==> src/rtl/fsquare_if.sv <==
// rtl/fsquare_if.sv - operand/result handshake bundle for the fsquare squarer
//
// Purpose : groups the valid/ready operand channel and the valid/ready result
//           channel of fsquare into one port.
// Signals : in_valid/in_ready/var1/rm  - operand channel (issue side)
//           out_valid/out_ready/res/flags - result channel (writeback side)
// Modports: master - the issuing/consuming agent; slave - the squarer.

interface fsquare_if;
   logic        in_valid;
   logic        in_ready;
   logic [31:0] var1;
   logic [2:0]  rm;
   logic        out_valid;
   logic        out_ready;
   logic [31:0] res;
   logic [3:0]  flags;

   modport master (
      output in_valid, var1, rm, out_ready,
      input  in_ready, out_valid, res, flags
   );

   modport slave (
      input  in_valid, var1, rm, out_ready,
      output in_ready, out_valid, res, flags
   );
endinterface

==> src/rtl/fsquare.sv <==
// rtl/fsquare.sv - multi-cycle IEEE-754 single-precision squarer (var1*var1)
//
// Purpose : squares a single-precision operand with a 24-step shift-add
//           mantissa multiplier, then normalises and rounds per rm.
//           Subnormal inputs are treated as zero; results that underflow
//           are flushed to zero.
// Ports   : clk  - rising-edge clock
//           rst  - asynchronous active-high reset, discards any operation
//           bus  - fsquare_if.slave: operand channel (in_valid/in_ready/
//                  var1/rm) and result channel (out_valid/out_ready/res/
//                  flags = {NV, OF, UF, NX})

module fsquare (
   input  logic     clk,
   input  logic     rst,
   fsquare_if.slave bus
);

   typedef enum logic [1:0] {IDLE, MUL, ROUND, DONE} state_t;

   state_t      state_q, state_d;
   logic [7:0]  exp_q, exp_d;
   logic [23:0] man_q, man_d;
   logic [2:0]  rm_q, rm_d;
   logic [47:0] prod_q, prod_d;
   logic [4:0]  cnt_q, cnt_d;
   logic [31:0] res_q, res_d;
   logic [3:0]  flags_q, flags_d;

   // Rounding datapath, evaluated from the finished product while in ROUND.
   logic signed [9:0] e_base, e_norm, e_fin;
   logic [23:0]       mant;
   logic              guard, sticky, inc, nx;
   logic [24:0]       mant_sum;
   logic [22:0]       frac_fin;
   logic [31:0]       rnd_res;
   logic [3:0]        rnd_flags;

   always_comb begin
      // 2E - 127 stays well inside a signed 10-bit range for E in 1..254.
      e_base = $signed({1'b0, exp_q, 1'b0}) - 10'sd127;
      if (prod_q[47]) begin
         mant   = prod_q[47:24];
         guard  = prod_q[23];
         sticky = |prod_q[22:0];
         e_norm = e_base + 10'sd1;
      end else begin
         mant   = prod_q[46:23];
         guard  = prod_q[22];
         sticky = |prod_q[21:0];
         e_norm = e_base;
      end

      case (rm_q)
         3'b001, 3'b010: inc = 1'b0;                        // RTZ, RDN (sign is +)
         3'b011:         inc = guard | sticky;              // RUP
         3'b100:         inc = guard;                       // RMM
         default:        inc = guard & (sticky | mant[0]);  // RNE and 101..111
      endcase

      nx       = guard | sticky;
      mant_sum = {1'b0, mant} + {24'd0, inc};

      // Carry out of an all-ones mantissa lands on the next binade at 1.0.
      if (mant_sum[24]) begin
         frac_fin = 23'd0;
         e_fin    = e_norm + 10'sd1;
      end else begin
         frac_fin = mant_sum[22:0];
         e_fin    = e_norm;
      end

      if (e_fin >= 10'sd255) begin
         rnd_flags = 4'b0101;
         rnd_res   = (rm_q == 3'b001 || rm_q == 3'b010) ? 32'h7F7FFFFF : 32'h7F800000;
      end else if (e_fin <= 10'sd0) begin
         rnd_flags = 4'b0011;
         rnd_res   = 32'h00000000;
      end else begin
         rnd_flags = {3'b000, nx};
         rnd_res   = {1'b0, e_fin[7:0], frac_fin};
      end
   end

   // Next-state and datapath updates.
   always_comb begin
      state_d = state_q;
      exp_d   = exp_q;
      man_d   = man_q;
      rm_d    = rm_q;
      prod_d  = prod_q;
      cnt_d   = cnt_q;
      res_d   = res_q;
      flags_d = flags_q;

      case (state_q)
         IDLE: begin
            if (bus.in_valid) begin
               exp_d  = bus.var1[30:23];
               man_d  = {1'b1, bus.var1[22:0]};
               rm_d   = bus.rm;
               prod_d = 48'd0;
               cnt_d  = 5'd0;
               if (bus.var1[30:23] == 8'hFF) begin
                  state_d = DONE;
                  if (bus.var1[22:0] != 23'd0) begin
                     res_d   = 32'h7FC00000;
                     flags_d = bus.var1[22] ? 4'b0000 : 4'b1000;  // sNaN signals NV
                  end else begin
                     res_d   = 32'h7F800000;
                     flags_d = 4'b0000;
                  end
               end else if (bus.var1[30:23] == 8'h00) begin
                  state_d = DONE;
                  res_d   = 32'h00000000;
                  flags_d = 4'b0000;
               end else begin
                  state_d = MUL;
               end
            end
         end
         MUL: begin
            if (man_q[cnt_q])
               prod_d = prod_q + ({24'd0, man_q} << cnt_q);
            if (cnt_q == 5'd23) begin
               cnt_d   = 5'd0;
               state_d = ROUND;
            end else begin
               cnt_d = cnt_q + 5'd1;
            end
         end
         ROUND: begin
            res_d   = rnd_res;
            flags_d = rnd_flags;
            state_d = DONE;
         end
         DONE: begin
            if (bus.out_ready)
               state_d = IDLE;
         end
         default: state_d = IDLE;
      endcase
   end

   always_ff @(posedge clk or posedge rst) begin
      if (rst) begin
         state_q <= IDLE;
         exp_q   <= 8'd0;
         man_q   <= 24'd0;
         rm_q    <= 3'd0;
         prod_q  <= 48'd0;
         cnt_q   <= 5'd0;
         res_q   <= 32'd0;
         flags_q <= 4'd0;
      end else begin
         state_q <= state_d;
         exp_q   <= exp_d;
         man_q   <= man_d;
         rm_q    <= rm_d;
         prod_q  <= prod_d;
         cnt_q   <= cnt_d;
         res_q   <= res_d;
         flags_q <= flags_d;
      end
   end

   assign bus.in_ready  = (state_q == IDLE);
   assign bus.out_valid = (state_q == DONE);
   assign bus.res       = res_q;
   assign bus.flags     = flags_q;

endmodule

==> src/flat_wrapper.sv <==
// flat-port wrapper written by rule: the top's interface ports become plain ports
module fsquare_flat 
  (clk, rst, bus_in_valid, bus_var1, bus_rm, bus_out_ready, bus_in_ready, bus_out_valid, bus_res, bus_flags);
  fsquare_if bus_i ();
  input  logic clk;
  input  logic rst;
  input wire logic [$bits(bus_i.in_valid)-1:0] bus_in_valid;
  input wire logic [$bits(bus_i.var1)-1:0] bus_var1;
  input wire logic [$bits(bus_i.rm)-1:0] bus_rm;
  input wire logic [$bits(bus_i.out_ready)-1:0] bus_out_ready;
  output wire logic [$bits(bus_i.in_ready)-1:0] bus_in_ready;
  output wire logic [$bits(bus_i.out_valid)-1:0] bus_out_valid;
  output wire logic [$bits(bus_i.res)-1:0] bus_res;
  output wire logic [$bits(bus_i.flags)-1:0] bus_flags;
  assign bus_i.in_valid = bus_in_valid;
  assign bus_i.var1 = bus_var1;
  assign bus_i.rm = bus_rm;
  assign bus_i.out_ready = bus_out_ready;
  assign bus_in_ready = bus_i.in_ready;
  assign bus_out_valid = bus_i.out_valid;
  assign bus_res = bus_i.res;
  assign bus_flags = bus_i.flags;
  fsquare u_core (.clk(clk), .rst(rst), .bus(bus_i));
endmodule
==> config.mk <==
export PLATFORM = sky130hd
export DESIGN_NAME = fsquare_flat
export DESIGN_NICKNAME = d
export VERILOG_FILES = /design/src/rtl/fsquare_if.sv /design/src/rtl/fsquare.sv /design/src/flat_wrapper.sv
export SDC_FILE = /design/constraint.sdc
export NUM_CORES = 1
export LEC_CHECK = 0
export ABC_AREA = 1
export BUFFER_PORTS_ARGS = -buffer_cell sky130_fd_sc_hd__clkbuf_2
export CAP_MARGIN = 5
export CORE_ASPECT_RATIO = 0.8
export CORE_UTILIZATION = 35
export DETAILED_ROUTE_END_ITERATION = 10
export GPL_TIMING_DRIVEN = 0
export PLACE_DENSITY = 0.51
export SLEW_MARGIN = 20
export SYNTH_ARGS = -nofsm -noshare
export SYNTH_HDL_FRONTEND = slang
export SYNTH_SLANG_ARGS = --single-unit
==> constraint.sdc <==
create_clock -name clk -period 8.8 [get_ports clk]
set_input_delay 2.64 -clock clk [delete_from_list [all_inputs] [get_ports clk]]
set_output_delay 2.64 -clock clk [all_outputs]
set_load 0.005 [all_outputs]
==> impl_metrics.csv, run 1 <==
group,metric,value,unit
logic_synthesis,syn_nets,1902,
power,p_leak,6.45,nW
power,powerDensity,390,nW/um^2
timing,rsz0062_at_grt,"no",
global_routing,grt_pass1_wl,64.6,mm
floorplan,pin_count,77,
logic_synthesis,synthTopCellsByArea,"dfrtp_1 27%, nand2_1 16%, o21ai_0 9.2%, inv_1 6.7%, ha_1 6.2%",
floorplan,rows,59,
global_routing,antenna_found_initial,0,
floorplan,die-area,33800,um^2
timing,setup_viol,0,
logic_synthesis,yosysSeqAreaShare,27.0,%
worst_setup_path,crit_start,"u_core.cnt_q[0]",
clock_tree,cts_tree,"yes",
worst_setup_path,slowest_delay,530,ps
worst_setup_path,worstSetupEndpointType,"flip-flop",
floorplan,die_width,205,um
logic_synthesis,yosysWarnings,0,
timing,hold_viol,0,
cells_and_area,area_growth,13.1,%
timing,max-slew-margin-rel,45.0,%
global_routing,grt_use_total,25.1,%
worst_setup_path,crit_path_end,"u_core.prod_q[38]",
worst_setup_path,crit_type,"flip-flop to flip-flop",
global_routing,grt-ovfl-total,0,
timing,final.period_utilization,60.8,%
clock_tree,clock_tree.root_cell,"clkbuf_16",
worst_setup_path,reg2reg_from,"u_core.cnt_q[0]",
clock_tree,ctsResizeCount,0,
place,gp_congestion,0.994,
worst_setup_path,reg2reg_depth,22,
place,pre_cts_ws,3400,ps
clock_tree,clock_latency,450,ps
clock_tree,postCtsHoldBufs,0,
logic_synthesis,synthArstFlopShare,100,%
timing,skew,12.8,ps
cells_and_area,drive_above_1_share,9.99,%
cells_and_area,diodes,0,
timing,setup_ws,3450,ps
worst_setup_path,critical_path_required,9110,ps
worst_setup_path,crit_path_start_kind,"flip-flop",
global_routing,grt_max_degree,88,
clock_tree,post_cts_buffers,0,
clock_tree,cts_max_level,4,
cells_and_area,finalNetCount,1996,
floorplan,start_util,35.6,%
clock_tree,clk_pin_slew_worst_paths,70,ps
routing,drt-total-wl,41.6,mm
routing,wl_per_cell,17.8,um
cells_and_area,final_common_cell,"nand2_1",
clock_tree,clock_sinks,125,
timing,period_minus_slack,5350,ps
routing,vias_per_cell,5.33,
routing,route.detailed.drc,0,
hold_path,hp-class,"flip-flop to flip-flop",
logic_synthesis,synth_cell_type_count,61,
worst_setup_path,r2r_setup_slack,3450,ps
routing,drtAntennaViolNets,0,
status,status,"completed",
logic_synthesis,syn_avg_cell_area,6.41,um^2
place,port_buffers,74,
routing,drt_pre_antenna_iters,7,
logic_synthesis,ys_ff_latch,125,
power,irDropWorstVdd,150,uV
global_routing,grt_pass1_vias,11500,
timing,worst_pin_slew,826,ps
routing,first_iter_violations,1026,
place,hpwlAfterDp,34.3,mm
floorplan,die_h,165,um
timing,fmax,187,MHz
timing,setup_tns,0,ps
logic_synthesis,syn_inst,1805,
logic_synthesis,syn_area,11600,um^2
worst_setup_path,crit_fanout,10,
timing,slew_viol_final,0,
floorplan,core,32600,um^2
clock_tree,cts_inserted_buffers,17,
routing,via_count,12500,
worst_setup_path,crit_top_cell,"o21ai_0",
clock_tree,cts_max_path_buffers,2,
worst_setup_path,cp_cell_sequence,"clkbuf_1, inv_1, clkbuf_1, clkbuf_1, o21ai_0, o21ai_0, nor2_1, inv_1, nor2_1, ha_1, a21oi_1, nand2_1, a21oi_1, inv_1, nand2_1, nand2_1, a21oi_1, o21ai_0, a21oi_1, inv_1, o21ai_0, o21ai_0",
logic_synthesis,synth_ff_type,"dfrtp_1",
logic_synthesis,synth_top_cell_by_area,"dfrtp_1",
logic_synthesis,synth-edff-count,0,
worst_setup_path,slowest_stage,"a21oi_1",
cells_and_area,layout_common_cells,"482 x nand2_1, 212 x o21ai_0, 207 x inv_1",
run,drv_cap,0,
logic_synthesis,synth_top_area_share,27.0,%
worst_setup_path,r2r-end,"u_core.prod_q[38]",
worst_setup_path,worstPathArrival,5660,ps
cell usage after synthesis (2+ instances only):
library cell    n
o211ai_1        3
inv_1         208
o21a_1          9
mux2_2          9
buf_2           4
nand4_1        18
nor4_1         16
nor3_1         10
nor2_2          5
buf_8           3
o311ai_0        2
a21oi_1       109
a21o_1          8
nand2_2        10
a22oi_1         2
buf_1           9
o22ai_1        26
dfrtp_1       125
o21ai_2         8
or2_2           8
a31oi_1        20
xnor2_1         8
and2_1          2
nor2_1        169
o21ai_0       212
mux2i_1        11
inv_2           3
nor3_2          2
ha_1           57
nand3_1       116
clkbuf_1       36
o21ai_1        18
o21bai_1        6
clkinv_1        3
nand3_4         2
nand2_1       482
a22o_1          2
buf_6          10
nand2_4         3
buf_4           3
a21boi_0        4
nor2_4          5
xor2_1         20
nand3_2         2
logic make-up (layout without fill, tap and decap cells):
kind of cell	Yosys count	count (layout)	synth area share [%]
XOR/XNOR	28	28	2.12
buffers and inverters	280	387	10.2
multiplexers	20	20	1.83
adder cells (fa/ha/maj)	58	58	6.33
AO/OA/AOI/OAI	438	438	20.8
flip-flops	125	125	27.0
AND/OR/NAND/NOR	855	855	31.6
other	1	1	0.0324
worst max-delay path, delay by kind of cell, from the launching register on:
family	cells	cell delay, ps
fa+ha+maj	1	350
simple gates	5	470
flops	1	390
buf+inv	7	1450
compound gates	9	2550
how the worst min path moves through the flow:
stage                               endpoint  depth (start not counted)  slack (ps)                from
after floorplan             u_core.man_q[23]                          2         440    u_core.man_q[23]
after global routing      u_core.bus.res[24]                          2         500  u_core.bus.res[24]
after global placement      u_core.man_q[23]                          2         460    u_core.man_q[23]
after detailed placement  u_core.bus.res[28]                          2         460  u_core.bus.res[28]
final                     u_core.bus.res[25]                          2         480  u_core.bus.res[25]
after CTS                 u_core.bus.res[28]                          2         480  u_core.bus.res[28]
cell type report:
| type | instances | area [um^2] |
|---|---|---|
| Fill cell | 3521 | 19500 |
| Multi-Input combinational cell | 1400 | 7270 |
| Sequential cell | 125 | 3130 |
| Inverter | 215 | 820 |
| Tap cell | 427 | 534 |
| Clock buffer | 17 | 425 |
| Timing Repair Buffer | 75 | 398 |
| Buffer | 65 | 369 |
| Clock inverter | 15 | 151 |
power by group:
group	switching [mW]	internal (mW)
Clock	0.322	0.398
Combinational	2.36	1.06
Sequential	0.177	0.794
Total	2.86	2.25
per-stage QoR:
step                cells  total power [mW]  cell area (um^2)  util (%)  hold slack (ps)
floorplan            1805              3.28             11600         -              445
global placement     2306              4.30             12500      38.3              465
detailed placement   2307              4.33             12500      38.4              464
CTS                  2339              5.07             13100      40.2              482
global route         2339              5.57             13100      40.2              500
finish               2339              5.11             13100      40.2              476
state kept, by name (all words and copies together), names as in the netlist:
signal and flops:
u_core.bus.res 31, u_core.cnt_q 5, u_core.rm_q 3, u_core.man_q 24, u_core.bus.flags 4, u_core.exp_q 8
u_core.prod_q 48, u_core.state_q 2
per-layer routing:
layer	GRT usage, %	vias up	part of all wire (%)
met1	38.1	5902	51
met3	5.31	19	7.0
met2	36.5	352	42
met4	3.84	0	0.83
li1	-	6202	-
met5	0	-	0
(Power assumes the default switching activity.)
==> run 2, diff against run 1 <==
==> constraint.sdc (replaced) <==
create_clock -name clk -period 5.4 [get_ports clk]
set_input_delay 1.62 -clock clk [delete_from_list [all_inputs] [get_ports clk]]
set_output_delay 1.62 -clock clk [all_outputs]
set_load 0.005 [all_outputs]
==> run 2 against run 1 <==
- utilization grew 0.054 points
- largest cell class unchanged
- design area increased by 0.13%
- global-route usage unchanged
- register-to-register slack got worse by 3000 ps
- combinational power rose by 64%
- critical path depth is 3 higher
==> impl_metrics.csv, run 2 (synthesis results as in run 1) <==
group,metric,value,unit
timing,skew,12.4,ps
power,p_clk_share,14.1,%
cells_and_area,drive_above_1_share,10.3,%
place,port_buffers,74,
timing,setup_ws,440,ps
place,pre_cts_ws,262,ps
floorplan,core,32600,um^2
cells_and_area,final_util,40.3,%
cells_and_area,diodes,0,
timing,worst_pin_slew,832,ps
timing,period_minus_slack,4960,ps
worst_setup_path,crit_path_start_kind,"flip-flop",
status,status,"completed",
cells_and_area,top_register,"u_core.prod_q",
global_routing,grt_use_total,25.1,%
power,p_seq_share,18.9,%
timing,hold_viol,0,
worst_setup_path,worstSetupEndpointType,"flip-flop",
power,p_int,3.68,mW
clock_tree,post_cts_buffers,0,
routing,route.detailed.drc,0,
cells_and_area,final_common_cell,"nand2_1",
timing,final.period_utilization,91.9,%
clock_tree,clk_pin_slew_worst_paths,70,ps
timing,setup_viol,0,
worst_setup_path,worstPathArrival,5350,ps
floorplan,die-area,33800,um^2
routing,vias_per_cell,5.33,
timing,setup_tns,0,ps
power,powerDensity,637,nW/um^2
worst_setup_path,crit_top_cell,"nand2_1",
hold_path,hp-class,"flip-flop to flip-flop",
hold_path,holdPathStages,2,
power,irDropWorstVdd,247,uV
floorplan,rows,59,
worst_setup_path,critical_path_required,5790,ps
clock_tree,clock_tree.root_cell,"clkbuf_16",
clock_tree,clock_latency,450,ps
floorplan,die_h,165,um
cells_and_area,postLayoutCellArea,13100,um^2
hold_path,holdCritStartpoint,"u_core.bus.res[25]",
clock_tree,postCtsHoldBufs,0,
cells_and_area,layout_common_cells,"482 x nand2_1, 210 x o21ai_0, 207 x inv_1",
place,gp_congestion,0.994,
power,p_total,8.36,mW
clock_tree,cts_max_path_buffers,2,
global_routing,grt_max_degree,88,
worst_setup_path,slowest_delay,580,ps
global_routing,grt_pass1_vias,11500,
timing,rsz0062_at_grt,"no",
global_routing,antenna_found_initial,0,
routing,via_count,12500,
cells_and_area,stdcell_count,2339,
worst_setup_path,r2r-end,"u_core.bus.res[22]",
floorplan,die_width,205,um
power,p_comb_share,67.0,%
clock_tree,cts_tree,"yes",
worst_setup_path,crit_type,"flip-flop to flip-flop",
timing,max-slew-margin-rel,44.5,%
worst_setup_path,r2r_setup_slack,440,ps
cells_and_area,area_growth,13.3,%
place,placed_area,12500,um^2
routing,wl_per_cell,17.8,um
routing,drt-total-wl,41.7,mm
routing,first_iter_violations,1081,
clock_tree,clock_sinks,125,
routing,drtAntennaViolNets,0,
clock_tree,cts_max_level,4,
cells_and_area,largest_register_ffs,48,
place,hpwlAfterDp,34.3,mm
worst_setup_path,reg2reg_from,"u_core.prod_q[47]",
routing,drt_pre_antenna_iters,7,
power,swShare,55.9,%
floorplan,pin_count,77,
worst_setup_path,slowest_stage,"a2111oi_1",
power,p_leak,6.46,nW
timing,fmax,202,MHz
place,dp.cells,2307,
power,power.switching,4.67,mW
worst_setup_path,reg2reg_depth,25,
hold_path,hold_path_end,"u_core.bus.res[25]",
timing,hold_slack,476,ps
clock_tree,ctsResizeCount,0,
clock_tree,cts_inserted_buffers,17,
global_routing,grt-ovfl-total,0,
run,drv_cap,0,
floorplan,start_util,35.6,%
global_routing,grt_pass1_wl,64.6,mm
worst_setup_path,crit_fanout,10,
timing,slew_viol_final,0,
cells_and_area,finalNetCount,1996,
run 2: critical path: cells and delay by family (launching register included):
| kind | cells | cell delay, ps |
|---|---|---|
| AO/OA/AOI/OAI | 2 | 750 |
| adder cells (fa/ha/maj) | 2 | 500 |
| buffers and inverters | 6 | 980 |
| flip-flops | 1 | 370 |
| AND/OR/NAND/NOR | 15 | 2290 |
run 2: cell type report:
cell class | instances | area, um^2
repair buffers | 75 | 398
clock inverters | 15 | 151
inverters | 215 | 820
plain buffers | 65 | 372
clock buffers | 17 | 425
multi-input cells | 1400 | 7280
fillers | 3522 | 19400
flip-flops and latches | 125 | 3130
well taps | 427 | 534
run 2: metal layers:
layer  up-vias  global-route usage [%]  share of wire [%]
met2       354                    36.5                 41
li1       6194                       -                  -
met3        18                    5.31                6.5
met1      5901                    38.1                 51
met4         0                    3.84               0.81
met5         -                       0                  0
run 2: worst max path at each step:
stage / startpoint / to / slack, ps / depth (start not counted)
after global routing: u_core.cnt_q[0] / u_core.prod_q[42] / 4 / 25
after CTS: u_core.cnt_q[0] / u_core.prod_q[38] / 220 / 22
final: u_core.prod_q[47] / u_core.bus.res[22] / 440 / 25
after floorplan: rst / u_core.bus.flags[0] / 450 / 1
after detailed placement: u_core.cnt_q[0] / u_core.prod_q[38] / 260 / 22
after global placement: rst / u_core.prod_q[45] / -1370 / 2
run 2: power groups by stage:
stage	Sequential, mW	Combinational [mW]	Clock [mW]
floorplan	1.51	3.83	0
global placement	1.60	5.41	0
detailed placement	1.60	5.45	0
CTS	1.59	5.48	1.20
global route	1.63	6.23	1.24
finish	1.58	5.60	1.18
==> run 3, diff against run 2 <==
--- a/config.mk
+++ b/config.mk
@@ -8,11 +8,13 @@
 export ABC_AREA = 1
 export BUFFER_PORTS_ARGS = -buffer_cell sky130_fd_sc_hd__clkbuf_2
 export CAP_MARGIN = 5
-export CORE_ASPECT_RATIO = 0.8
+export CELL_PAD_IN_SITES_DETAIL_PLACEMENT = 0
+export CELL_PAD_IN_SITES_GLOBAL_PLACEMENT = 1
+export CORE_ASPECT_RATIO = 1.5
 export CORE_UTILIZATION = 35
 export DETAILED_ROUTE_END_ITERATION = 10
 export GPL_TIMING_DRIVEN = 0
-export PLACE_DENSITY = 0.51
+export PLACE_DENSITY = 0.67
 export SLEW_MARGIN = 20
 export SYNTH_ARGS = -nofsm -noshare
 export SYNTH_HDL_FRONTEND = slang
==> constraint.sdc (replaced) <==
create_clock -name clk -period 5.4 [get_ports clk]
set_input_delay 0.27 -clock clk [delete_from_list [all_inputs] [get_ports clk]]
set_output_delay 0.27 -clock clk [all_outputs]
set_load 0.005 [all_outputs]
==> run 3 against run 2 <==
- clock power is 4% lower
- combinational power is 0.9% lower
- design area is 0.33% lower
- sequential cell count stayed put
- utilization is 0.11 points lower
- critical path depth is 7 lower
- register-to-register slack worse by 150 ps
- clock skew hardly changed
- non-clock buffer count is 1 lower
- sequential power hardly changed
==> impl_metrics.csv, run 3 (synthesis results as in run 1) <==
group,metric,value,unit
global_routing,grt_pass1_vias,11900,
floorplan,start_util,35.6,%
global_routing,grt_pass1_wl,66.2,mm
global_routing,antenna_found_initial,0,
power,p_leak,6.45,nW
timing,fmax,196,MHz
floorplan,core,32500,um^2
clock_tree,clock_sinks,125,
routing,drt_pre_antenna_iters,6,
routing,route.detailed.drc,0,
power,powerDensity,633,nW/um^2
floorplan,pin_count,77,
timing,period_minus_slack,5110,ps
timing,skew,12.3,ps
routing,first_iter_violations,615,
cells_and_area,finalNetCount,1995,
power,irDropWorstVdd,397,uV
timing,worst_pin_slew,904,ps
worst_setup_path,critical_path_required,5780,ps
run,drv_cap,0,
clock_tree,clk_pin_slew_worst_paths,70,ps
timing,setup_ws,293,ps
clock_tree,cts_inserted_buffers,17,
floorplan,rows,81,
floorplan,die_h,225,um
timing,rsz0062_at_grt,"no",
clock_tree,clock_latency,460,ps
place,dp.cells,2295,
clock_tree,post_cts_buffers,0,
worst_setup_path,slowest_delay,500,ps
worst_setup_path,crit_type,"flip-flop to flip-flop",
clock_tree,cts_tree,"yes",
place,port_buffers,74,
worst_setup_path,worstPathArrival,5480,ps
global_routing,grt-ovfl-total,0,
status,status,"completed",
floorplan,die_width,150,um
clock_tree,cts_max_level,4,
place,gp_congestion,0.942,
worst_setup_path,worstSetupEndpointType,"flip-flop",
cells_and_area,top_register,"u_core.prod_q",
cells_and_area,stdcell_count,2327,
worst_setup_path,slowest_stage,"a21oi_1",
worst_setup_path,crit_top_cell,"o21ai_0",
floorplan,die-area,33800,um^2
routing,drt-total-wl,43.6,mm
cells_and_area,final_util,40.2,%
worst_setup_path,cp_cell_sequence,"clkbuf_1, clkbuf_1, clkbuf_2, mux2i_1, o21ai_0, o21ai_0, nor2_1, ha_1, nand2_1, nand2_1, a31o_2, a21oi_1, o21ai_0, a21oi_1, inv_1, a21oi_1, o21ai_0, o21ai_0",
worst_setup_path,r2r_setup_slack,290,ps
place,hpwlAfterDp,36.4,mm
clock_tree,clock_tree.root_cell,"clkbuf_16",
timing,final.period_utilization,94.6,%
cells_and_area,largest_register_ffs,48,
routing,vias_per_cell,5.24,
worst_setup_path,crit_path_start_kind,"flip-flop",
cells_and_area,final_common_cell,"nand2_1",
cells_and_area,multi_input_area,7270,um^2
clock_tree,cts_max_path_buffers,2,
cells_and_area,drive_above_1_share,10.2,%
timing,hold_viol,0,
routing,via_count,12200,
timing,slew_viol_final,0,
routing,wl_per_cell,18.7,um
timing,max-slew-margin-rel,39.4,%
worst_setup_path,crit_fanout,10,
cells_and_area,area_growth,12.9,%
cells_and_area,num-fill-cells,3604,
cells_and_area,layout_common_cells,"482 x nand2_1, 212 x o21ai_0, 207 x inv_1",
hold_path,hp-class,"primary input to flip-flop",
power,p_total,8.27,mW
routing,drtAntennaViolNets,0,
global_routing,grt_use_total,26.3,%
cells_and_area,regArea,3130,um^2
place,pre_cts_ws,59.2,ps
global_routing,grt_max_degree,89,
timing,setup_viol,0,
## run 3: cell types whose count changed in the layout (fill, tap and decap cells not counted), moves of 2 or more
| cell | delta |
|---|---|
| a21oi_2 | -2 |
| o21ai_0 | +2 |
| clkbuf_2 | +2 |
| clkbuf_1 | -3 |
| inv_8 | +2 |
| a21oi_1 | +2 |
| o21ai_1 | -2 |
| inv_6 | -3 |
## run 3: metal layers
metal | wire length (um) | vias to the layer above | global-route usage, %
li1 | - | 6196 | -
met1 | 16500 | 5622 | 27.9
met2 | 23300 | 283 | 49.0
met3 | 1320 | 99 | 3.02
met4 | 2500 | 0 | 15.7
met5 | 0 | - | 0
## run 3: what timing repair did
action / in CTS / in global routing
endpoints found under the hold margin: 37 / 0
hold buffers: 1 / 0
resized for setup: 0 / 6
setup endpoints to repair: 0 / 17
## run 3: report_power, final
| group | internal (mW) | switching (mW) | total (mW) |
|---|---|---|---|
| Clock | 0.602 | 0.531 | 1.13 |
| Sequential | 1.29 | 0.290 | 1.58 |
| Combinational | 1.73 | 3.82 | 5.55 |
## run 3: critical path, delay by kind of cell, from the launching register on
kind / cells / cell delay, ps
compound gates: 9 / 2290
mux: 1 / 360
simple gates: 3 / 340
flops: 1 / 370
buf+inv: 4 / 1260
fa+ha+maj: 1 / 390
## run 3: final timing paths
| kind | startpoint | to | depth (start not counted) |
|---|---|---|---|
| max | u_core.cnt_q[1] | u_core.prod_q[38] | 18 |
| min | bus_var1[12] | u_core.man_q[12] | 2 |
| max reg2reg | u_core.cnt_q[1] | u_core.prod_q[38] | 18 |
| min reg2reg | u_core.bus.res[12] | u_core.bus.res[12] | 2 |
| max in group asynchronous | rst | u_core.prod_q[20] | 4 |
| min in group asynchronous | rst | u_core.bus.res[14] | 3 |
## run 3: layout make-up
type | count | area share (%)
diodes | 1 | 0.0192
plain buffers | 63 | 2.81
clock buffers | 17 | 3.26
clock inverters | 15 | 0.996
inverters | 215 | 6.27
multi-input cells | 1400 | 55.6
flip-flops and latches | 125 | 23.9
well taps | 415 | 3.97
repair buffers | 76 | 3.12
## run 3: through the flow
| step | TNS, ps | hold slack (ps) | instance area, um^2 |
|---|---|---|---|
| 4_1_cts | 0 | 51.7 | 13100 |
| 3_3_place_gp | -458 | 463 | 12500 |
| 5_1_grt | 0 | 63.4 | 13100 |
| 3_5_place_dp | 0 | 262 | 12500 |
| 6_report | 0 | 67.1 | 13100 |
| 2_1_floorplan | 0 | 379 | 11600 |
